==> src/rtl/debounce_pkg.sv <==
// Shared types and width helpers for the button debouncer.
package debounce_pkg;

    typedef enum logic [1:0] {
        IDLE,
        CONFIRM_PRESS,
        PRESSED,
        CONFIRM_RELEASE
    } db_state_t;

    // Bits needed to hold values 0..max_val (at least one bit).
    function automatic int db_width(input int max_val);
        return (max_val < 2) ? 1 : $clog2(max_val + 1);
    endfunction

endpackage

==> src/rtl/sync_2ff.sv <==
// Single-bit two-flop synchronizer with synchronous active-high reset.
module sync_2ff (
    input  logic clk,
    input  logic reset,
    input  logic d,
    output logic q
);

    logic s1;

    always_ff @(posedge clk) begin
        if (reset) begin
            s1 <= 1'b0;
            q  <= 1'b0;
        end else begin
            s1 <= d;
            q  <= s1;
        end
    end

endmodule

==> src/rtl/debounce_pulse.sv <==
// Debounces a raw button into a clean level plus one enable pulse per press.
// Define DEBOUNCE_PULSE_REPEAT_EN to add an auto-repeat pulse while held.
module debounce_pulse
    import debounce_pkg::*;
#(
    parameter int DEBOUNCE_CYCLES = 16,
    parameter int REPEAT_CYCLES   = 64
) (
    input  logic clk,
    input  logic reset,
    input  logic btn_in,
    output logic level_out,
    output logic pulse_out
);

    localparam int CW = db_width(DEBOUNCE_CYCLES);
    localparam logic [CW-1:0] CNT_ONE  = CW'(1);
    localparam logic [CW-1:0] CNT_LAST = CW'(DEBOUNCE_CYCLES - 1);
    localparam logic [CW-1:0] CNT_MAX  = CW'(DEBOUNCE_CYCLES);
    localparam bit SINGLE = (DEBOUNCE_CYCLES == 1);

    logic            s2;
    db_state_t       state, state_nxt;
    logic [CW-1:0]   cnt, cnt_nxt;
    logic            pulse_nxt;
    logic            level_nxt;

    sync_2ff u_sync (
        .clk   (clk),
        .reset (reset),
        .d     (btn_in),
        .q     (s2)
    );

`ifdef DEBOUNCE_PULSE_REPEAT_EN
    localparam int RW = db_width(REPEAT_CYCLES - 1);
    localparam logic [RW-1:0] RPT_LAST = RW'(REPEAT_CYCLES - 1);

    logic [RW-1:0] rcnt, rcnt_nxt;
`endif

    always_ff @(posedge clk) begin
        if (reset) begin
            state     <= IDLE;
            cnt       <= '0;
            level_out <= 1'b0;
            pulse_out <= 1'b0;
        end else begin
            state     <= state_nxt;
            cnt       <= cnt_nxt;
            level_out <= level_nxt;
            pulse_out <= pulse_nxt;
        end
    end

`ifdef DEBOUNCE_PULSE_REPEAT_EN
    always_ff @(posedge clk) begin
        if (reset) rcnt <= '0;
        else       rcnt <= rcnt_nxt;
    end
`endif

    always_comb begin
        state_nxt = state;
        cnt_nxt   = cnt;
        pulse_nxt = 1'b0;
        case (state)
            IDLE: begin
                cnt_nxt = '0;
                if (s2) begin
                    if (SINGLE) begin
                        state_nxt = PRESSED;
                        pulse_nxt = 1'b1;
                    end else begin
                        state_nxt = CONFIRM_PRESS;
                        cnt_nxt   = CNT_ONE;
                    end
                end
            end
            CONFIRM_PRESS: begin
                if (!s2) begin
                    // glitch rejected, start over
                    state_nxt = IDLE;
                    cnt_nxt   = '0;
                end else if (cnt == CNT_LAST) begin
                    state_nxt = PRESSED;
                    cnt_nxt   = '0;
                    pulse_nxt = 1'b1;
                end else if (cnt < CNT_MAX) begin
                    cnt_nxt = cnt + CNT_ONE;
                end
            end
            PRESSED: begin
                cnt_nxt = '0;
                if (!s2) begin
                    if (SINGLE) begin
                        state_nxt = IDLE;
                    end else begin
                        state_nxt = CONFIRM_RELEASE;
                        cnt_nxt   = CNT_ONE;
                    end
                end
            end
            CONFIRM_RELEASE: begin
                if (s2) begin
                    state_nxt = PRESSED;
                    cnt_nxt   = '0;
                end else if (cnt == CNT_LAST) begin
                    state_nxt = IDLE;
                    cnt_nxt   = '0;
                end else if (cnt < CNT_MAX) begin
                    cnt_nxt = cnt + CNT_ONE;
                end
            end
            default: begin
                state_nxt = IDLE;
                cnt_nxt   = '0;
            end
        endcase

`ifdef DEBOUNCE_PULSE_REPEAT_EN
        // Repeat timer runs only while the press stays accepted; any exit or
        // bounce-back from release confirmation restarts it from zero.
        rcnt_nxt = '0;
        if (state == PRESSED && state_nxt == PRESSED) begin
            if (rcnt == RPT_LAST) begin
                pulse_nxt = 1'b1;
            end else begin
                rcnt_nxt = rcnt + RW'(1);
            end
        end
`endif

        level_nxt = (state_nxt == PRESSED) || (state_nxt == CONFIRM_RELEASE);
    end

endmodule
==> config.mk <==
export PLATFORM = sky130hd
export DESIGN_NAME = debounce_pulse
export DESIGN_NICKNAME = d
export VERILOG_FILES = /design/src/rtl/debounce_pkg.sv /design/src/rtl/sync_2ff.sv /design/src/rtl/debounce_pulse.sv
export SDC_FILE = /design/constraint.sdc
export NUM_CORES = 1
export LEC_CHECK = 0
export CORE_AREA = 2 2 39 41
export DETAILED_ROUTE_END_ITERATION = 12
export DIE_AREA = 0 0 41 43
export PLACE_DENSITY_LB_ADDON = 0.12
export SYNTH_ARGS = -nofsm -noshare
export SYNTH_HDL_FRONTEND = slang
export SYNTH_SLANG_ARGS = --single-unit
==> constraint.sdc <==
create_clock -name clk -period 2.1 [get_ports clk]
set_clock_uncertainty 0.1 [all_clocks]
set_input_delay 0.21 -clock clk [delete_from_list [all_inputs] [get_ports clk]]
set_output_delay 0.21 -clock clk [all_outputs]
set_load 0.05 [all_outputs]
==> flow_summary_export.csv, run 1 <==
group,metric,value,unit
power_and_ir_drop,p_leak,0.176,nW
clock_network,clock_sinks,10,
timing,min_period,1800,ps
setup_path,critPathMaxStageDelay,830,ps
power_and_ir_drop,ir_drop,0.338,mV
routing,drc,0,
routing,drt_first_pass_iters,4,
yosys,synth_top_area_share,50.8,%
yosys,synthTopCellsByCount,"dfxtp_1 (10), a21oi_1 (3), nor2_1 (3), nor2b_1 (3)",
timing,tns,0,ps
global_route,grt_usage,11.0,%
yosys,syn_area_per_cell,10.4,µm²
die,die_w,41,µm
die,start_util,28.5,%
yosys,synth_edf_count,0,
routing,wirelength,639,µm
worst_hold_path,hold_path.class,"flip-flop to flip-flop",
clock_network,cts_tree,"done",
clock_network,ctsRootBufferMaster,"clkbuf_4",
routing,wl_per_cell,10.5,µm
worst_hold_path,hold_depth,1,
timing,finalSetupViolations,0,
setup_path,path_buf_inv,1,
setup_path,critPathCapture,"level_out",
power_and_ir_drop,p_per_area,687,nW/µm²
routing,vias,290,
clock_network,cts_buffers,3,
global_route,grt_pass1_vias,288,
layout,diodes,0,
clock_network,post-cts-setup-buffers,0,
yosys,yosys_warnings,0,
setup_path,path_cells,"clkdlybuf4s50_1",
timing,rsz0062_at_grt,"no",
yosys,synth_fa_ha_area_share,3.17,%
outcome,outcome,"complete, no violations",
die,io_pins,5,
die,dieArea,1760,µm²
yosys,synth_cell_types,20,
clock_network,cts_hold_buf,0,
yosys,ys_top_cells_by_area,"dfxtp_1 (51%), nor2b_1 (4.8%), a311oi_1 (4.4%)",
routing,via_per_inst,4.75,
layout,post-route-util,34.4,%
timing,setup_slack,298,ps
yosys,synth-compound-area-share,11.7,%
setup_path,required,1790,ps
yosys,async_reset_ff_share,0,%
timing,relSlewSlack,67.3,%
yosys,synthXorXnorAreaFrac,4.44,%
global_route,grt-ovfl-total,0,
yosys,seq_area_frac_synth,50.8,%
global_route,grt_first_pass_wirelength,1230,µm
setup_path,arrival,1490,ps
yosys,synth-simple-area-share,26.3,%
timing,hold_viol,0,
setup_path,rr_worst_depth,4,
clock_network,clock_latency,260,ps
setup_path,cpLargestDelayFamily,"buffers and inverters",
setup_path,worstSetupStartpoint,"level_out",
timing,fin_hold_ws,358,ps
die,core,1380,µm²
timing,tightest_slew,489,ps
yosys,synth.largest_area_cell,"dfxtp_1",
global_route,grt_max_degree,7,
yosys,synthesis.area,394,µm²
place,io_buffers,4,
timing,fin_crit_sh,85.8,%
place,place_hpwl,491,µm
yosys,synth_flop_cell,"dfxtp_1",
clock_network,path_clk_slew,60,ps
setup_path,reg2reg_slack,840,ps
setup_path,cp.depth,1,
routing,drtIter0Drc,4,
place,gp_congestion,0.684,
place,pre_cts_ws,574,ps
setup_path,worst_setup_path_end_kind,"output pin",
yosys,synth-seq-cells,10,
timing,drv_slew,0,
layout,synthToLayoutAreaGrowth,21.0,%
clock_network,cts_resized,0,
yosys,yosysMostFrequentCell,"dfxtp_1",
yosys,syn_inst,38,
layout,final_layout_size_suffix_gt1_share,13.3,%
setup_path,cp-start-kind,"flip-flop",
clock_network,clockBufferDepth,2,
setup_path,worst-path-max-fanout,4,
flow_run,maxCapViolCount,0,
timing,clock.fmax,0.555,GHz
yosys,syn-num-nets,42,
setup_path,criticalPathCategory,"flip-flop to output pin",
layout,fin_nets,51,
layout,nFillCells,150,
global_route,antenna_found_initial,0,
yosys,synth.area.mux_share,2.54,%
power_and_ir_drop,power,327,µW
clock_network,cts.htree.levels,1,
yosys,synth_top_family_by_area,"simple AND/OR/NAND/NOR gates",
setup_path,cpMaxStageDelayCell,"clkdlybuf4s50_1",
setup_path,reg2reg_to,"cnt[0]",
die,rows,14,
die,die_h,43,µm
routing,ant_nets,0,
setup_path,r2r_start,"cnt[0]",
==> sequential cells by signal, summed over array words and instances (netlist names) <==
register / cells
pulse_out: 1
cnt: 5
state: 1
level_out: 1
u_sync.q: 1
u_sync.s1: 1
==> cells in the final DEF (no fill, tap or decap) <==
cell type        instances
ha_1                     1
nand2b_1                 2
a21o_1                   1
dfxtp_1                 10
nand3b_1                 1
mux2i_1                  1
xor2_1                   1
clkbuf_4                 3
nand3_1                  2
nor2b_1                  3
nand2_1                  1
a31oi_1                  1
clkdlybuf4s50_1          4
xnor2_1                  1
inv_1                    1
a311oi_1                 2
and4_4                   1
or2b_1                   1
nor2b_2                  1
nor2_1                   3
nor3b_2                  1
a21oi_1                  3
==> routing by layer <==
metal	GRT usage, %	routed length [µm]	vias up
met1	13.4	278	136
met5	0	0	-
met2	13.8	326	4
li1	-	-	148
met4	10.0	8	0
met3	4.71	25	2
==> where the power goes <==
part           internal (mW)  leakage (nW)  switching (mW)
Combinational        0.00627        0.0814         0.00343
Sequential             0.193        0.0811         0.00189
Clock                 0.0658        0.0138          0.0575
==> layout make-up <==
type | instances | area [µm²] | area share (%)
repair buffers | 4 | 40.0 | 8.40
well taps | 16 | 20.0 | 4.20
inverters | 1 | 3.75 | 0.787
flip-flops and latches | 10 | 200 | 42.0
multi-input cells | 27 | 190 | 39.9
clock buffers | 3 | 22.5 | 4.72
==> metrics by stage <==
stage / instance area [µm²] / std cells
floorplan: 394 / 38
global placement: 454 / 58
detailed placement: 454 / 58
CTS: 477 / 61
global route: 477 / 61
finish: 477 / 61
==> how the worst min path moves through the flow <==
stage	start	to	slack (ps)
global placement	u_sync.s1	u_sync.q	330
global route	u_sync.s1	u_sync.q	390
CTS	u_sync.s1	u_sync.q	360
floorplan	reset	u_sync.q	180
finish	u_sync.s1	u_sync.q	360
detailed placement	u_sync.s1	u_sync.q	350
==> kinds of logic after synthesis <==
family          count (synthesis)
fa+ha+maj                       1
xor+xnor                        2
compound gates                  7
flops                          10
mux                             1
buf+inv                         1
simple gates                   16
Note: power is estimated with default switching activity, not from simulation.
==> run 2: changes to the inputs <==
--- a/config.mk
+++ b/config.mk
@@ -8,7 +8,10 @@
 export CORE_AREA = 2 2 39 41
 export DETAILED_ROUTE_END_ITERATION = 12
 export DIE_AREA = 0 0 41 43
+export GPL_TIMING_DRIVEN = 0
+export MAX_ROUTING_LAYER = met4
 export PLACE_DENSITY_LB_ADDON = 0.12
+export SKIP_CTS_REPAIR_TIMING = 1
 export SYNTH_ARGS = -nofsm -noshare
 export SYNTH_HDL_FRONTEND = slang
 export SYNTH_SLANG_ARGS = --single-unit
==> flow_summary_export.csv, run 2 (synthesized netlist as in run 1, its figures left out) <==
group,metric,value,unit
outcome,outcome,"complete, no violations",
layout,final_layout_size_suffix_gt1_share,13.3,%
die,die_w,41,µm
worst_hold_path,min-delay-start,"u_sync.s1",
power_and_ir_drop,cellInternalPower,265,µW
power_and_ir_drop,clkPwrFrac,37.7,%
place,gp_congestion,0.722,
setup_path,worst_setup_path_end_kind,"output pin",
power_and_ir_drop,p_per_area,687,nW/µm²
timing,clock.fmax,0.558,GHz
setup_path,cp-start-kind,"flip-flop",
timing,hold_viol,0,
clock_network,path_clk_slew,60,ps
clock_network,cts_tree,"done",
die,die_h,43,µm
die,io_pins,5,
clock_network,cts_buffers,3,
power_and_ir_drop,seqPwrFrac,59.4,%
setup_path,worstSetupStartpoint,"level_out",
power_and_ir_drop,power_switching,62.8,µW
setup_path,path_cells,"clkdlybuf4s50_1",
routing,vias,290,
setup_path,cpLargestDelayFamily,"buffers and inverters",
clock_network,clock_latency,260,ps
routing,ant_nets,0,
clock_network,clock_sinks,10,
setup_path,required,1790,ps
power_and_ir_drop,ir_drop,0.328,mV
die,rows,14,
layout,mostFrequentLayoutCells,"dfxtp_1 (10), clkdlybuf4s50_1 (4)",
layout,mostFrequentLayoutCell,"dfxtp_1",
global_route,antenna_found_initial,0,
timing,fin_crit_sh,85.4,%
global_route,grt_pass1_vias,282,
die,dieArea,1760,µm²
place,io_buffers,4,
power_and_ir_drop,swShare,19.2,%
routing,drtIter0Drc,1,
global_route,grt_usage,9.61,%
power_and_ir_drop,pwr-share-comb,3.0,%
worst_hold_path,hold_path.class,"flip-flop to flip-flop",
setup_path,cpMaxStageDelayCell,"clkdlybuf4s50_1",
timing,tns,0,ps
routing,drt_first_pass_iters,4,
timing,drv_slew,0,
layout,diodes,0,
layout,instances_no_fill,61,
global_route,grt_first_pass_wirelength,1050,µm
setup_path,critPathMaxStageDelay,830,ps
routing,drc,0,
layout,synthToLayoutAreaGrowth,21.0,%
global_route,grt-ovfl-total,0,
flow_run,maxCapViolCount,0,
routing,wl_per_cell,10.1,µm
timing,tightest_slew,491,ps
place,place_area,454,µm²
timing,min_period,1790,ps
setup_path,arrival,1480,ps
setup_path,r2r_start,"cnt[0]",
timing,rsz0062_at_grt,"no",
place,place_hpwl,472,µm
setup_path,path_buf_inv,1,
power_and_ir_drop,p_leak,0.176,nW
setup_path,criticalPathCategory,"flip-flop to output pin",
layout,regMostFlops,"cnt",
power_and_ir_drop,power,327,µW
global_route,grt_max_degree,7,
clock_network,clockBufferDepth,2,
layout,largest_reg_flops,5,
die,core,1380,µm²
die,start_util,28.5,%
routing,wirelength,616,µm
layout,stdcell_area,477,µm²
layout,fin_nets,51,
routing,via_per_inst,4.75,
timing,finalSetupViolations,0,
setup_path,worst-path-max-fanout,4,
clock_network,cts.htree.levels,1,
clock_network,ctsRootBufferMaster,"clkbuf_4",
timing,relSlewSlack,67.1,%
place,dp_cells,58,
## run 2: cell counts in the layout (fill, tap and decap cells not counted)
Identical to the previous run, type by type.
## run 2: metrics by stage
| stage | hold slack [ps] | setup WS, ps | util [%] |
|---|---|---|---|
| 2_1_floorplan | 182 | 702 | - |
| 3_3_place_gp | 334 | 586 | 32.8 |
| 3_5_place_dp | 332 | 586 | 32.8 |
| 4_1_cts | 350 | 292 | 34.4 |
| 5_1_grt | 365 | 273 | 34.4 |
| 6_report | 343 | 306 | 34.4 |
## run 2: worst paths after layout
check | to | slack, ps | cells past startpoint
setup / recovery | level_out | 310 | 1
hold / removal | u_sync.q | 340 | 1
setup reg to reg | cnt[0] | 840 | 4
hold reg to reg | u_sync.q | 340 | 1
## run 2: final cells by class
type | instances | area [µm²]
timing repair buffer | 4 | 40.0
tap | 16 | 20.0
multi-input combinational | 27 | 190
inverter | 1 | 3.75
fill | 151 | 907
clock buffer | 3 | 22.5
sequential | 10 | 200
## run 2: layer usage
metal,routed length [µm],track usage [%]
met1,274,9.77
met2,307,13.1
met4,11,10.0
met5,0,-
met3,23,3.14
## run 2: power by group through the flow
stage	sequential, mW	combinational (mW)	clock [mW]
final	0.194	0.00979	0.123
after global routing	0.194	0.0112	0.141
after CTS	0.194	0.00990	0.130
after detailed placement	0.199	0.00981	0
after global placement	0.199	0.00961	0
after floorplan	0.198	0.00462	0
==> run 3: changes to the inputs <==
--- a/config.mk
+++ b/config.mk
@@ -5,13 +5,15 @@
 export SDC_FILE = /design/constraint.sdc
 export NUM_CORES = 1
 export LEC_CHECK = 0
+export CAP_MARGIN = 20
 export CORE_AREA = 2 2 39 41
 export DETAILED_ROUTE_END_ITERATION = 12
 export DIE_AREA = 0 0 41 43
 export GPL_TIMING_DRIVEN = 0
 export MAX_ROUTING_LAYER = met4
-export PLACE_DENSITY_LB_ADDON = 0.12
+export PLACE_DENSITY = 0.46
 export SKIP_CTS_REPAIR_TIMING = 1
+export SKIP_LAST_GASP = 1
 export SYNTH_ARGS = -nofsm -noshare
 export SYNTH_HDL_FRONTEND = slang
 export SYNTH_SLANG_ARGS = --single-unit
==> flow_summary_export.csv, run 3 (synthesized netlist as in run 1, its figures left out) <==
group,metric,value,unit
layout,stdcell_area,477,µm²
place,io_buffers,4,
power_and_ir_drop,ir_drop,0.284,mV
timing,drv_slew,0,
die,start_util,28.5,%
timing,clock.fmax,0.560,GHz
clock_network,cts_tree,"done",
power_and_ir_drop,seqPwrFrac,59.8,%
timing,fin_crit_sh,85.1,%
power_and_ir_drop,swShare,18.6,%
setup_path,required,1790,ps
setup_path,critPathMaxStageDelay,830,ps
place,gp_congestion,0.682,
power_and_ir_drop,pwr-share-comb,3.0,%
timing,min_period,1790,ps
die,rows,14,
global_route,grt_pass1_vias,289,
setup_path,path_buf_inv,1,
layout,regMostFlops,"cnt",
timing,relSlewSlack,66.4,%
clock_network,clock_latency,250,ps
die,die_h,43,µm
setup_path,cp-start-kind,"flip-flop",
clock_network,clock_sinks,10,
timing,tightest_slew,503,ps
routing,drc,0,
global_route,grt-ovfl-total,0,
routing,wirelength,620,µm
power_and_ir_drop,clkPwrFrac,37.2,%
layout,mostFrequentLayoutCells,"dfxtp_1 (10), clkdlybuf4s50_1 (4)",
outcome,outcome,"complete, no violations",
die,io_pins,5,
global_route,antenna_found_initial,0,
routing,vias,289,
routing,ant_nets,0,
routing,drtIter0Drc,2,
timing,rsz0062_at_grt,"no",
routing,drt_first_pass_iters,2,
layout,final_layout_size_suffix_gt1_share,13.3,%
setup_path,cpMaxStageDelayCell,"clkdlybuf4s50_1",
setup_path,worst_setup_path_end_kind,"output pin",
power_and_ir_drop,p_leak,0.176,nW
layout,synthToLayoutAreaGrowth,21.0,%
layout,nFillCells,154,
power_and_ir_drop,cellInternalPower,264,µW
worst_hold_path,hold_path.class,"flip-flop to flip-flop",
timing,finalSetupViolations,0,
setup_path,arrival,1480,ps
place,place_area,454,µm²
setup_path,cpLargestDelayFamily,"buffers and inverters",
clock_network,cts.htree.levels,1,
clock_network,clockBufferDepth,2,
power_and_ir_drop,power_switching,60.6,µW
die,core,1380,µm²
setup_path,criticalPathCategory,"flip-flop to output pin",
global_route,grt_max_degree,7,
layout,diodes,0,
setup_path,worst-path-max-fanout,4,
power_and_ir_drop,p_per_area,682,nW/µm²
clock_network,ctsRootBufferMaster,"clkbuf_4",
layout,largest_reg_flops,5,
global_route,grt_first_pass_wirelength,1170,µm
die,dieArea,1760,µm²
die,die_w,41,µm
layout,mostFrequentLayoutCell,"dfxtp_1",
routing,via_per_inst,4.74,
layout,fin_nets,51,
global_route,grt_usage,11.0,%
place,place_hpwl,491,µm
setup_path,path_cells,"clkdlybuf4s50_1",
timing,hold_viol,0,
routing,wl_per_cell,10.2,µm
flow_run,maxCapViolCount,0,
timing,tns,0,ps
clock_network,path_clk_slew,60,ps
clock_network,cts_buffers,3,
-- run 3: cell counts in the layout (fill, tap and decap cells not counted) --
No cell type changed its count.
-- run 3: area by class of cell --
class / count / area [µm²] / area share [%]
inverters: 1 / 3.75 / 0.787
clock buffers: 3 / 22.5 / 4.72
flip-flops and latches: 10 / 200 / 42.0
multi-input cells: 27 / 190 / 39.9
well taps: 16 / 20.0 / 4.20
repair buffers: 4 / 40.0 / 8.40
-- run 3: power by group through the flow --
stage,registers [mW],logic (mW),clock network [mW]
6_report,0.194,0.00970,0.121
5_1_grt,0.194,0.0111,0.142
4_1_cts,0.194,0.00988,0.129
3_5_place_dp,0.199,0.00988,0
3_3_place_gp,0.199,0.00961,0
2_1_floorplan,0.198,0.00462,0
-- run 3: metal layers --
metal | vias to the layer above | wire [µm] | track usage, %
li1 | 150 | - | -
met5 | - | 0 | -
met2 | 5 | 319 | 14.7
met3 | 0 | 34 | 4.71
met1 | 134 | 267 | 11.5
met4 | 0 | 0 | 10.0
-- run 3: final timing paths --
path	startpoint	endpoint	slack (ps)	cells past startpoint
worst max-delay path	level_out	level_out	310	1
worst min-delay path	u_sync.s1	u_sync.q	360	1
worst max register to register	cnt[0]	cnt[0]	830	4
worst min register to register	u_sync.s1	u_sync.q	360	1
-- run 3: stage by stage --
stage	setup slack, ps	cells	total power [mW]	utilization, %	hold slack, ps
final	314	61	0.325	34.4	355
after global routing	265	61	0.347	34.4	373
after detailed placement	584	58	0.208	32.8	346
after CTS	293	61	0.333	34.4	361
after global placement	581	58	0.208	32.8	333
after floorplan	702	38	0.203	-	182
-- run 3: worst reg2reg max path, stage by stage, from the launching register on --
cell and delay (ps):
dfxtp_1 340, ha_1 270, a311oi_1 280, a21oi_1 80, a21oi_1 140
